===== config.mk =====
export PLATFORM = sky130hd
export DESIGN_NAME = dram_access_arbiter_flat
export DESIGN_NICKNAME = d
export VERILOG_FILES = /design/src/rtl/dram_access_arbiter_if.sv /design/src/rtl/dram_access_arbiter.sv /design/src/flat_wrapper.sv
export SDC_FILE = /design/constraint.sdc
export NUM_CORES = 1
export LEC_CHECK = 0
export CAP_MARGIN = 5
export CORE_ASPECT_RATIO = 1.75
export CORE_MARGIN = 2
export CORE_UTILIZATION = 56
export CTS_CLUSTER_SIZE = 12
export DETAILED_ROUTE_END_ITERATION = 6
export GPL_TIMING_DRIVEN = 0
export PLACE_DENSITY_LB_ADDON = 0.1
export SYNTH_ARGS = -nofsm -noshare
export SYNTH_HDL_FRONTEND = slang
export SYNTH_SLANG_ARGS = --single-unit

===== constraint.sdc =====
create_clock -name Clock -period 3.4 [get_ports Clock]
set_clock_uncertainty 0.15 [all_clocks]
set_input_delay 0.68 -clock Clock [delete_from_list [all_inputs] [get_ports Clock]]
set_output_delay 0.68 -clock Clock [all_outputs]
set_load 0.02 [all_outputs]

===== src/rtl/dram_access_arbiter_if.sv =====
// dram_access_arbiter_if
//   Bundles the DRAM port arbitration signals shared between the requesters /
//   DRAM controller side (master) and the arbiter itself (slave).
//   Requests and DramDone_H flow into the arbiter; grants, the start pulse,
//   refresh bookkeeping and the watchdog pulse flow out of it.
//     CpuReq_H        CPU DRAM request (select qualified with address strobe)
//     DmaReq_H        DMA DRAM request
//     DramDone_H      one-cycle end-of-access pulse from the DRAM controller
//     CpuGrant_H      CPU owns the DRAM port
//     DmaGrant_H      DMA owns the DRAM port
//     RefreshReq_H    refresh cycle in progress
//     DramStart_H     one-cycle pulse on the first cycle of every grant
//     RefreshPending  outstanding refresh count, saturating at 3
//     Overrun_H       sticky refresh overrun flag
//     Timeout_H       one-cycle pulse when the watchdog forces a release
interface dram_access_arbiter_if;
    logic       CpuReq_H;
    logic       DmaReq_H;
    logic       DramDone_H;
    logic       CpuGrant_H;
    logic       DmaGrant_H;
    logic       RefreshReq_H;
    logic       DramStart_H;
    logic [1:0] RefreshPending;
    logic       Overrun_H;
    logic       Timeout_H;

    modport master (
        output CpuReq_H, DmaReq_H, DramDone_H,
        input  CpuGrant_H, DmaGrant_H, RefreshReq_H, DramStart_H,
        input  RefreshPending, Overrun_H, Timeout_H
    );

    modport slave (
        input  CpuReq_H, DmaReq_H, DramDone_H,
        output CpuGrant_H, DmaGrant_H, RefreshReq_H, DramStart_H,
        output RefreshPending, Overrun_H, Timeout_H
    );
endinterface


===== src/rtl/dram_access_arbiter.sv =====
// dram_access_arbiter
//   Shares the single DRAM controller port between the CPU, the DMA engine
//   and periodic refresh. One owner at a time; every grant opens with a
//   DramStart_H pulse and closes on DramDone_H or on the watchdog.
//   Ports:
//     Clock    system clock, rising edge
//     Reset_L  asynchronous active-low reset
//     bus      dram_access_arbiter_if.slave (requests in, grants/status out)
//   Parameters:
//     REFRESH_INTERVAL  cycles between refresh ticks
//     TIMEOUT           cycles a grant may stay open without DramDone_H
module dram_access_arbiter #(
    parameter int REFRESH_INTERVAL = 375,
    parameter int TIMEOUT          = 255
) (
    input  logic                  Clock,
    input  logic                  Reset_L,
    dram_access_arbiter_if.slave  bus
);

    // Timer only ever holds 0..REFRESH_INTERVAL-1; the watchdog must be
    // able to represent TIMEOUT-1 and its successor comparison.
    localparam int TIMER_W = (REFRESH_INTERVAL > 1) ? $clog2(REFRESH_INTERVAL) : 1;
    localparam int WDOG_W  = (TIMEOUT > 0) ? $clog2(TIMEOUT + 1) : 1;

    localparam logic [TIMER_W-1:0] TIMER_RELOAD = TIMER_W'(REFRESH_INTERVAL - 1);
    localparam logic [WDOG_W-1:0]  WDOG_LAST    = WDOG_W'(TIMEOUT - 1);

    typedef enum logic [1:0] {
        ST_IDLE    = 2'd0,
        ST_CPU     = 2'd1,
        ST_DMA     = 2'd2,
        ST_REFRESH = 2'd3
    } state_t;

    state_t               state_q, state_d;
    logic [TIMER_W-1:0]   timer_q, timer_d;
    logic [WDOG_W-1:0]    wdog_q, wdog_d;
    logic [1:0]           pending_q, pending_d;
    logic                 overrun_q, overrun_d;
    logic                 last_dma_q, last_dma_d;
    logic                 cpu_grant_q, cpu_grant_d;
    logic                 dma_grant_q, dma_grant_d;
    logic                 refresh_req_q, refresh_req_d;
    logic                 start_q, start_d;
    logic                 timeout_q, timeout_d;

    logic                 tick;
    logic                 refresh_done;

    // Refresh timer and debt counter
    always_comb begin
        tick         = (timer_q == '0);
        refresh_done = (state_q == ST_REFRESH) && bus.DramDone_H;
        timer_d      = tick ? TIMER_RELOAD : (timer_q - 1'b1);
        pending_d    = pending_q;
        // A tick and a completed refresh in the same cycle cancel out.
        if (tick && !refresh_done) begin
            if (pending_q != 2'd3) begin
                pending_d = pending_q + 2'd1;
            end
        end else if (!tick && refresh_done) begin
            if (pending_q != 2'd0) begin
                pending_d = pending_q - 2'd1;
            end
        end
        overrun_d = overrun_q | (tick && (pending_q == 2'd3));
    end

    // Arbitration FSM: next state and registered-output values
    always_comb begin
        state_d    = state_q;
        last_dma_d = last_dma_q;
        wdog_d     = wdog_q;
        start_d    = 1'b0;
        timeout_d  = 1'b0;

        unique case (state_q)
            ST_IDLE: begin
                wdog_d = '0;
                if (pending_q >= 2'd2) begin
                    state_d = ST_REFRESH;
                end else if (bus.CpuReq_H && bus.DmaReq_H) begin
                    state_d = last_dma_q ? ST_CPU : ST_DMA;
                end else if (bus.CpuReq_H) begin
                    state_d = ST_CPU;
                end else if (bus.DmaReq_H) begin
                    state_d = ST_DMA;
                end else if (pending_q == 2'd1) begin
                    state_d = ST_REFRESH;
                end

                if (state_d != ST_IDLE) begin
                    start_d = 1'b1;
                end
                // Refresh grants leave the round-robin history alone.
                if (state_d == ST_CPU) begin
                    last_dma_d = 1'b0;
                end else if (state_d == ST_DMA) begin
                    last_dma_d = 1'b1;
                end
            end

            ST_CPU, ST_DMA, ST_REFRESH: begin
                // Requests dropping mid-grant are deliberately ignored.
                if (bus.DramDone_H) begin
                    state_d = ST_IDLE;
                end else if (wdog_q == WDOG_LAST) begin
                    state_d   = ST_IDLE;
                    timeout_d = 1'b1;
                end else begin
                    wdog_d = wdog_q + 1'b1;
                end
            end

            default: begin
                state_d = ST_IDLE;
            end
        endcase

        cpu_grant_d   = (state_d == ST_CPU);
        dma_grant_d   = (state_d == ST_DMA);
        refresh_req_d = (state_d == ST_REFRESH);
    end

    always_ff @(posedge Clock or negedge Reset_L) begin
        if (!Reset_L) begin
            state_q       <= ST_IDLE;
            timer_q       <= TIMER_RELOAD;
            wdog_q        <= '0;
            pending_q     <= 2'd0;
            overrun_q     <= 1'b0;
            last_dma_q    <= 1'b0;
            cpu_grant_q   <= 1'b0;
            dma_grant_q   <= 1'b0;
            refresh_req_q <= 1'b0;
            start_q       <= 1'b0;
            timeout_q     <= 1'b0;
        end else begin
            state_q       <= state_d;
            timer_q       <= timer_d;
            wdog_q        <= wdog_d;
            pending_q     <= pending_d;
            overrun_q     <= overrun_d;
            last_dma_q    <= last_dma_d;
            cpu_grant_q   <= cpu_grant_d;
            dma_grant_q   <= dma_grant_d;
            refresh_req_q <= refresh_req_d;
            start_q       <= start_d;
            timeout_q     <= timeout_d;
        end
    end

    assign bus.CpuGrant_H     = cpu_grant_q;
    assign bus.DmaGrant_H     = dma_grant_q;
    assign bus.RefreshReq_H   = refresh_req_q;
    assign bus.DramStart_H    = start_q;
    assign bus.RefreshPending = pending_q;
    assign bus.Overrun_H      = overrun_q;
    assign bus.Timeout_H      = timeout_q;

endmodule

===== src/flat_wrapper.sv =====
// flat-port wrapper written by rule: the top's interface ports become plain ports
module dram_access_arbiter_flat 
#(
    parameter int REFRESH_INTERVAL = 375,
    parameter int TIMEOUT          = 255
)
  (Clock, Reset_L, bus_CpuReq_H, bus_DmaReq_H, bus_DramDone_H, bus_CpuGrant_H, bus_DmaGrant_H, bus_RefreshReq_H, bus_DramStart_H, bus_RefreshPending, bus_Overrun_H, bus_Timeout_H);
  dram_access_arbiter_if bus_i ();
  input  logic Clock;
  input  logic Reset_L;
  input wire logic [$bits(bus_i.CpuReq_H)-1:0] bus_CpuReq_H;
  input wire logic [$bits(bus_i.DmaReq_H)-1:0] bus_DmaReq_H;
  input wire logic [$bits(bus_i.DramDone_H)-1:0] bus_DramDone_H;
  output wire logic [$bits(bus_i.CpuGrant_H)-1:0] bus_CpuGrant_H;
  output wire logic [$bits(bus_i.DmaGrant_H)-1:0] bus_DmaGrant_H;
  output wire logic [$bits(bus_i.RefreshReq_H)-1:0] bus_RefreshReq_H;
  output wire logic [$bits(bus_i.DramStart_H)-1:0] bus_DramStart_H;
  output wire logic [$bits(bus_i.RefreshPending)-1:0] bus_RefreshPending;
  output wire logic [$bits(bus_i.Overrun_H)-1:0] bus_Overrun_H;
  output wire logic [$bits(bus_i.Timeout_H)-1:0] bus_Timeout_H;
  assign bus_i.CpuReq_H = bus_CpuReq_H;
  assign bus_i.DmaReq_H = bus_DmaReq_H;
  assign bus_i.DramDone_H = bus_DramDone_H;
  assign bus_CpuGrant_H = bus_i.CpuGrant_H;
  assign bus_DmaGrant_H = bus_i.DmaGrant_H;
  assign bus_RefreshReq_H = bus_i.RefreshReq_H;
  assign bus_DramStart_H = bus_i.DramStart_H;
  assign bus_RefreshPending = bus_i.RefreshPending;
  assign bus_Overrun_H = bus_i.Overrun_H;
  assign bus_Timeout_H = bus_i.Timeout_H;
  dram_access_arbiter #(.REFRESH_INTERVAL(REFRESH_INTERVAL), .TIMEOUT(TIMEOUT)) u_core (.Clock(Clock), .Reset_L(Reset_L), .bus(bus_i));
endmodule

==> results.yml, run 1 <==
sta:
  grt_setup_unrepaired: "no"
  setup_viol: 0
  fmax_mhz: 359
  slew_headroom: 0.477
  hold_viol: 0
  worst_pin_slew_ns: 0.779
  timing.final.crit_share: 0.819
  fin_crit_ns: 2.79
  fin_setup_tns_ns: 0
  slew_violations: 0
die:
  ios: 13
  start_util: 0.580
  die_area_um2: 2990
  die_w_um: 42.2
  core_area_um2: 2460
  die_h_um: 70.8
  rows: 24
synth:
  async_flop_share: 1.00
  synth_cell_type_count: 35
  synth-seq-cells: 28
  postSynthCellCount: 142
  syn_avg_cell_area_um2: 10.1
  synth-edff-count: 0
  yosysWarningCount: 0
  syn-num-nets: 156
  yosysSeqAreaShare: 0.496
  synthFlopType: "dfrtp_1"
  syn-cell-area_um2: 1430
worst_setup_path:
  reg2reg_from: "u_core.bus.RefreshPending[1]"
  ff2ff_path_depth: 8
  end_kind: "register"
  critPathLaunchType: "register"
  crit_start: "u_core.bus.RefreshPending[1]"
  arrival_ns: 2.84
  endpoint: "u_core.last_dma_q"
  rrSetupSlack_ns: 0.61
  critPathRequiredTime_ns: 3.45
  rr_endpoint: "u_core.last_dma_q"
  crit_fanout: 9
  critical_path_class: "register to register"
global_routing:
  grt_use_total: 0.211
  grt_pass1_vias: 1097
  grt_max_degree: 29
  grt_antenna_before_repair: 0
  gr-total-overflow: 0
  grt_pass1_wl_um: 4940
drt:
  antenna_left: 0
  drc_errors: 0
  vias: 1074
  drt-initial-drc-count: 67
  drtPass1Iterations: 4
  avgViaCountPerCell: 5.84
  wl_um: 2680
  wl_per_cell_um: 14.6
run:
  max_cap_violations: 0
clocking:
  worstSkewPairLatency_ns: 0.27
  post-cts-setup-buffer-count: 0
  root_buffer: "clkbuf_8"
  htreeDepth: 1
  clockBufferDepth: 2
  tritoncts: "built"
  clkSlewWorstSetupHoldPaths_ns: 0.09
  clock_sinks: 28
  cts_resized: 0
  holdBufCountCts: 0
  cts_buffers: 3
finish:
  multiInputGateArea_um2: 668
  layout_common_cells: "dfrtp_1 (22), nor2_1 (18), inv_1 (11), clkdlybuf4s50_1 (11), nand2_1 (10)"
  diodes: 0
  fillerInstances: 198
  fin_nets: 173
  regArea_um2: 708
  layout_commonest_cell: "dfrtp_1"
  synthToLayoutAreaGrowth_pct: 13.5
  final_core_util: 0.659
  drive_gt1_frac: 0.108
  finalNonFillerCells: 184
power_and_ir_drop:
  power.density_nw_per_um2: 614
  vdd_drop_max_uv: 541
  p_leak_nw: 0.702
min_path:
  hold_class: "primary input to asynchronous set/reset pin"
place:
  dp_cells: 180
  dp_hpwl_um: 2010
  io_buffers: 12
  finalWeightedCongestion: 0.831
run_status:
  status: "complete, no violations"
-- sequential cells by signal, summed over array words and instances, names as in the netlist --
name / count
u_core.bus.CpuGrant_H: 1
u_core.last_dma_q: 1
u_core.bus.RefreshReq_H: 1
u_core.bus.DmaGrant_H: 1
u_core.bus.DramStart_H: 1
u_core.timer_q: 9
u_core.state_q: 2
u_core.bus.Timeout_H: 1
u_core.bus.Overrun_H: 1
u_core.bus.RefreshPending: 2
u_core.wdog_q: 8
-- metal layers --
layer	global-route usage	routed length [um]	vias up
li1	-	-	522
met1	0.243	1070	522
met2	0.378	1500	26
met3	0.0306	69	4
met4	0.0903	33	0
met5	0	0	-
-- cells by family after synthesis --
family,synth area share
fa+ha+maj,0.0788
compound gates,0.117
xor+xnor,0.0552
flops,0.496
buf+inv,0.0368
simple gates,0.202
mux,0.0140
-- worst max-delay path, stage by stage (launching register included) --
cell and delay (ns):
dfrtp_1 0.51, inv_1 0.13, ha_1 0.22, or3_1 0.34, a311oi_1 0.70, ha_1 0.36
nor2_1 0.14, nor2_1 0.05, a21oi_1 0.11
-- power breakdown --
group | total [mW] | internal, mW | switching (mW)
clock | 0.181 | 0.0838 | 0.0974
sequential | 0.442 | 0.392 | 0.0507
combinational | 0.372 | 0.156 | 0.217
total | 0.996 | 0.631 | 0.365
-- synthesized netlist by cell type (4+ instances only) --
cell type  instances  area, um2
dfstp_2            6        158
dfrtp_1           22        551
a21oi_1            5       25.0
nor2_1            18       67.6
nor3_1             4       20.0
a31oi_1            4       25.0
nand2_1           10       37.5
nand2b_1           4       25.0
xnor2_1            6       52.6
inv_1             11       41.3
ha_1               9        113
o21ai_0            8       40.0
-- worst min-delay path by stage --
| stage | end | depth (start not counted) | from |
|---|---|---|---|
| after floorplan | u_core.bus.CpuGrant_H | 0 | Reset_L |
| after global placement | u_core.bus.Overrun_H | 1 | u_core.bus.Overrun_H |
| after detailed placement | u_core.bus.Overrun_H | 1 | u_core.bus.Overrun_H |
| after CTS | u_core.bus.Overrun_H | 1 | u_core.bus.Overrun_H |
| after global routing | u_core.bus.DramStart_H | 1 | Reset_L |
| final | u_core.bus.RefreshPending[1] | 1 | Reset_L |
-- metrics by stage --
step | instance area [um2] | hold slack [ns] | power [mW] | setup slack, ns
floorplan | 1430 | 0.234 | 0.685 | 0.856
global placement | 1580 | 0.300 | 0.798 | 0.418
detailed placement | 1580 | 0.311 | 0.824 | 0.330
CTS | 1630 | 0.331 | 1.00 | 0.613
global route | 1620 | 0.313 | 1.08 | 0.323
finish | 1620 | 0.258 | 0.996 | 0.615
-- final cells by class --
type / instances / share of cell area
plain buffers: 3 / 0.00694
repair buffers: 12 / 0.0710
clock buffers: 4 / 0.0278
multi-input cells: 100 / 0.412
well taps: 26 / 0.0201
flip-flops and latches: 28 / 0.437
inverters: 11 / 0.0255
Note: power is estimated with default switching activity, not from simulation.
==> run 2: changes to the inputs <==
clock period = 2.58 ns   (was 3.4 ns; I/O delays follow)
==> run 2 against run 1 <==
Against the previous run:
- die area is the same
- utilization grew 2.0 points
- sequential power increased by 32%
- sequential cell count unchanged
- register-to-register slack got worse by 0.41 ns
- clock-buffer cell count is the same
- sequential share of layout area fell by 1.2 points
- critical path type unchanged
==> results.yml, run 2 (synthesis gave the netlist of run 1 again) <==
power_and_ir_drop:
  p_int_mw: 0.873
  power.density_nw_per_um2: 827
  p_clk_frac: 0.174
  vdd_drop_max_uv: 526
  seq_power_share: 0.421
  p_sw_mw: 0.508
  switching_share: 0.368
  p_comb_frac: 0.404
  p_leak_nw: 0.725
  power.total_mw: 1.38
finish:
  layout_commonest_cell: "dfrtp_1"
  finalNonFillerCells: 188
  largest_reg_flops: 9
  top_regs: "u_core.timer_q x9, u_core.wdog_q x8"
  layout_common_cells: "dfrtp_1 (21), nor2_1 (18), inv_1 (11), clkdlybuf4s50_1 (11), nand2_1 (10)"
  fin_nets: 177
  diodes: 0
  drive_gt1_frac: 0.142
  max_flop_register: "u_core.timer_q"
  synthToLayoutAreaGrowth_pct: 16.9
die:
  core_area_um2: 2460
  start_util: 0.580
  rows: 24
  die_w_um: 42.2
  ios: 13
  die_area_um2: 2990
  die_h_um: 70.8
sta:
  setup_viol: 0
  slew_violations: 0
  timing.final.crit_share: 0.921
  hold_viol: 0
  slew_headroom: 0.586
  worst_pin_slew_ns: 0.621
  grt_setup_unrepaired: "no"
  fmax_mhz: 421
  fin_crit_ns: 2.38
worst_setup_path:
  max_stage_delay_ns: 0.44
  worst-path-buf-inv: 1
  cp_slowest_cell: "a311oi_4"
  crit_fanout: 6
  crit_family: "simple AND/OR/NAND/NOR gates"
  critPathRequiredTime_ns: 2.64
  arrival_ns: 2.43
  critPathLaunchType: "register"
  critical_path_class: "register to register"
  crit_chain: "inv_1 > ha_1 > or3_1 > a311oi_4 > ha_1 > nor2_1 > nor2_1 > a21oi_1"
  end_kind: "register"
min_path:
  hold_class: "primary input to asynchronous set/reset pin"
run:
  max_cap_violations: 0
drt:
  wl_per_cell_um: 15.2
  drt-initial-drc-count: 50
  drc_errors: 0
  drtPass1Iterations: 4
  avgViaCountPerCell: 5.87
  antenna_left: 0
  vias: 1104
  wl_um: 2860
global_routing:
  grt_use_total: 0.215
  gr-total-overflow: 0
  grt_pass1_vias: 1115
  grt_antenna_before_repair: 0
  grt_max_degree: 29
  grt_pass1_wl_um: 5040
place:
  io_buffers: 12
  dp_hpwl_um: 2010
  dp_cells: 180
  finalWeightedCongestion: 0.831
clocking:
  clkSlewWorstSetupHoldPaths_ns: 0.10
  worstSkewPairLatency_ns: 0.27
  tritoncts: "built"
  clock_sinks: 28
  holdBufCountCts: 0
  clockBufferDepth: 2
  root_buffer: "clkbuf_8"
  cts_buffers: 3
  htreeDepth: 1
run_status:
  status: "complete, no violations"
[run 2: cell type report]
cell class | instances | area [um2]
timing repair buffer | 16 | 145
inverter | 11 | 41.3
fill | 197 | 792
sequential | 28 | 709
buffer | 3 | 11.3
tap | 26 | 32.5
multi-input combinational | 100 | 686
clock buffer | 4 | 45.0
[run 2: worst paths after layout]
check	from	slack, ns	cells past startpoint	endpoint
min reg2reg	u_core.bus.Overrun_H	0.33	1	u_core.bus.Overrun_H
max	u_core.bus.RefreshPending[1]	0.20	8	u_core.last_dma_q
min in group Clock	u_core.bus.Overrun_H	0.33	1	u_core.bus.Overrun_H
min	Reset_L	0.09	1	u_core.bus.DramStart_H
max in group asynchronous	Reset_L	1.75	1	u_core.bus.RefreshPending[1]
max reg2reg	u_core.bus.RefreshPending[1]	0.20	8	u_core.last_dma_q
[run 2: worst register-to-register path, cell delays in order (launching register included)]
cell      delay [ns]
dfrtp_2         0.43
inv_1           0.09
ha_1            0.20
or3_1           0.40
a311oi_4        0.44
ha_1            0.30
nor2_1          0.14
nor2_1          0.05
a21oi_1         0.11
[run 2: through the flow]
step	hold WS [ns]	TNS (ns)	instance area, um2	setup slack (ns)	utilization
after detailed placement	0.311	-0.351	1580	-0.326	0.642
after global placement	0.300	-0.238	1580	-0.238	0.642
after CTS	0.331	0	1630	0.0337	0.663
after floorplan	0.0704	0	1430	0.0356	-
final	0.0926	0	1670	0.205	0.678
after global routing	0.151	0	1670	0.0184	0.678
[run 2: power by group through the flow]
stage | Clock (mW) | Combinational, mW | Sequential [mW]
6_report | 0.241 | 0.559 | 0.582
5_1_grt | 0.262 | 0.628 | 0.593
4_1_cts | 0.243 | 0.504 | 0.583
3_5_place_dp | 0 | 0.494 | 0.591
3_3_place_gp | 0 | 0.468 | 0.584
2_1_floorplan | 0 | 0.277 | 0.626
[run 2: routing by layer]
layer	GRT usage	routed length, um
met1	0.248	1120
met2	0.386	1660
met3	0.0306	65
met4	0.0903	21
met5	0	0
[run 2: repair_timing]
item	4_1_cts	5_1_grt
pin swaps	0	1
setup endpoints to repair	1	1
buffers inserted	0	4
resized for setup	1	2
==> run 3: changes to the inputs <==
GPL_TIMING_DRIVEN = not set   (was 0)
==> run 3 against run 2 <==
Against the previous run:
- sequential power increased by 2%
- utilization decreased by 0.25 points
- clock-buffer cell count decreased by 1
- largest power group unchanged
- highest routed layer unchanged
==> results.yml, run 3 (synthesis gave the netlist of run 1 again) <==
finish:
  max_flop_register: "u_core.timer_q"
  largest_reg_flops: 9
  layout_commonest_cell: "dfrtp_1"
  fin_nets: 173
  diodes: 0
  top_regs: "u_core.timer_q x9, u_core.wdog_q x8"
  synthToLayoutAreaGrowth_pct: 16.5
  drive_gt1_frac: 0.127
  layout_common_cells: "dfrtp_1 (22), nor2_1 (18), clkdlybuf4s50_1 (12)"
run_status:
  status: "complete, no violations"
sta:
  setup_slack_ns: 0.358
  grt_setup_unrepaired: "no"
  timing.final.crit_share: 0.861
  slew_headroom: 0.643
  setup_viol: 0
  fin_setup_tns_ns: 0
  hold_viol: 0
  worst_pin_slew_ns: 0.536
  fmax_mhz: 450
  fin_crit_ns: 2.22
  slew_violations: 0
die:
  rows: 24
  die_h_um: 70.8
  die_area_um2: 2990
  start_util: 0.580
  core_area_um2: 2460
  ios: 13
  die_w_um: 42.2
drt:
  vias: 1065
  wl_met1_um: 1070
  drt-initial-drc-count: 34
  antenna_left: 0
  wl_um: 2600
  top_layer: "met4"
  met2WireLength_um: 1440
  avgViaCountPerCell: 5.79
  drtPass1Iterations: 4
  wl_per_cell_um: 14.2
  wl_met3_um: 65
  drc_errors: 0
power_and_ir_drop:
  vdd_drop_max_uv: 516
  p_leak_nw: 0.727
  power.total_mw: 1.42
  power.density_nw_per_um2: 855
clocking:
  holdBufCountCts: 0
  worstSkewPairLatency_ns: 0.27
  clkSlewWorstSetupHoldPaths_ns: 0.09
  root_buffer: "clkbuf_8"
  clockBufferDepth: 2
  cts_buffers: 3
  tritoncts: "built"
  clock_sinks: 28
  post-cts-setup-buffer-count: 0
  cts_resized: 0
  htreeDepth: 1
worst_setup_path:
  reg2reg_from: "u_core.bus.RefreshPending[0]"
  arrival_ns: 2.28
  cp_common_cell: "nor2_1"
  max_stage_delay_ns: 0.43
  cp_slowest_cell: "clkdlybuf4s50_1"
  critPathLaunchType: "primary input"
  crit_fanout: 3
  rrSetupSlack_ns: 0.37
  worst-path-buf-inv: 1
  critPathRequiredTime_ns: 2.63
  crit_family: "simple AND/OR/NAND/NOR gates"
  ff2ff_path_depth: 7
  crit_start: "bus_DmaReq_H"
  rr_endpoint: "u_core.last_dma_q"
  crit_chain: "clkdlybuf4s50_1 > or3_1 > a311oi_1 > ha_1 > nor2_1 > nor2_1 > a21oi_1"
  end_kind: "register"
  endpoint: "u_core.last_dma_q"
  critical_path_class: "primary input to register"
  worstSetupPathDepth: 7
global_routing:
  gr-total-overflow: 0
  grt_antenna_before_repair: 0
  grt_use_total: 0.197
  grt_max_degree: 29
  grt_pass1_vias: 1044
  grt_pass1_wl_um: 4580
place:
  finalWeightedCongestion: 0.797
  dp_slack_ns: 0.0683
  dp_hpwl_um: 2000
  io_buffers: 12
run:
  max_cap_violations: 0
min_path:
  hold_class: "register to register"
run 3: report_power, final:
group / internal, mW / switching (mW) / total [mW] / leakage [nW]
clock: 0.208 / 0.130 / 0.338 / 0.0357
sequential: 0.516 / 0.0763 / 0.593 / 0.354
combinational: 0.217 / 0.275 / 0.492 / 0.337
total: 0.941 / 0.481 / 1.42 / 0.727
run 3: worst min-delay path by stage:
| stage | start | end | cells past startpoint |
|---|---|---|---|
| 3_5_place_dp | u_core.bus.Overrun_H | u_core.bus.Overrun_H | 1 |
| 2_1_floorplan | Reset_L | u_core.bus.CpuGrant_H | 0 |
| 3_3_place_gp | u_core.bus.Overrun_H | u_core.bus.Overrun_H | 1 |
| 6_report | u_core.bus.Overrun_H | u_core.bus.Overrun_H | 1 |
| 4_1_cts | u_core.bus.Overrun_H | u_core.bus.Overrun_H | 1 |
| 5_1_grt | u_core.bus.Overrun_H | u_core.bus.Overrun_H | 1 |
run 3: metal layers:
metal	track usage	up-vias
li1	-	531
met1	0.231	505
met2	0.364	25
met3	0.0230	4
met4	0.0660	0
met5	0	-
run 3: final cells by class:
cell class              instances  area, um2
multi-input cells             100        668
repair buffers                 15        143
well taps                      26       32.5
fillers                       211        798
clock buffers                   3       41.3
inverters                      11       41.3
clock inverters                 1       30.0
flip-flops and latches         28        708
run 3: stage by stage:
stage,cell area (um2),std cells,utilization,hold slack [ns]
floorplan,1430,142,-,0.0704
global placement,1590,180,0.647,0.299
detailed placement,1590,180,0.647,0.309
CTS,1660,184,0.676,0.332
global route,1660,184,0.676,0.358
finish,1660,184,0.676,0.324
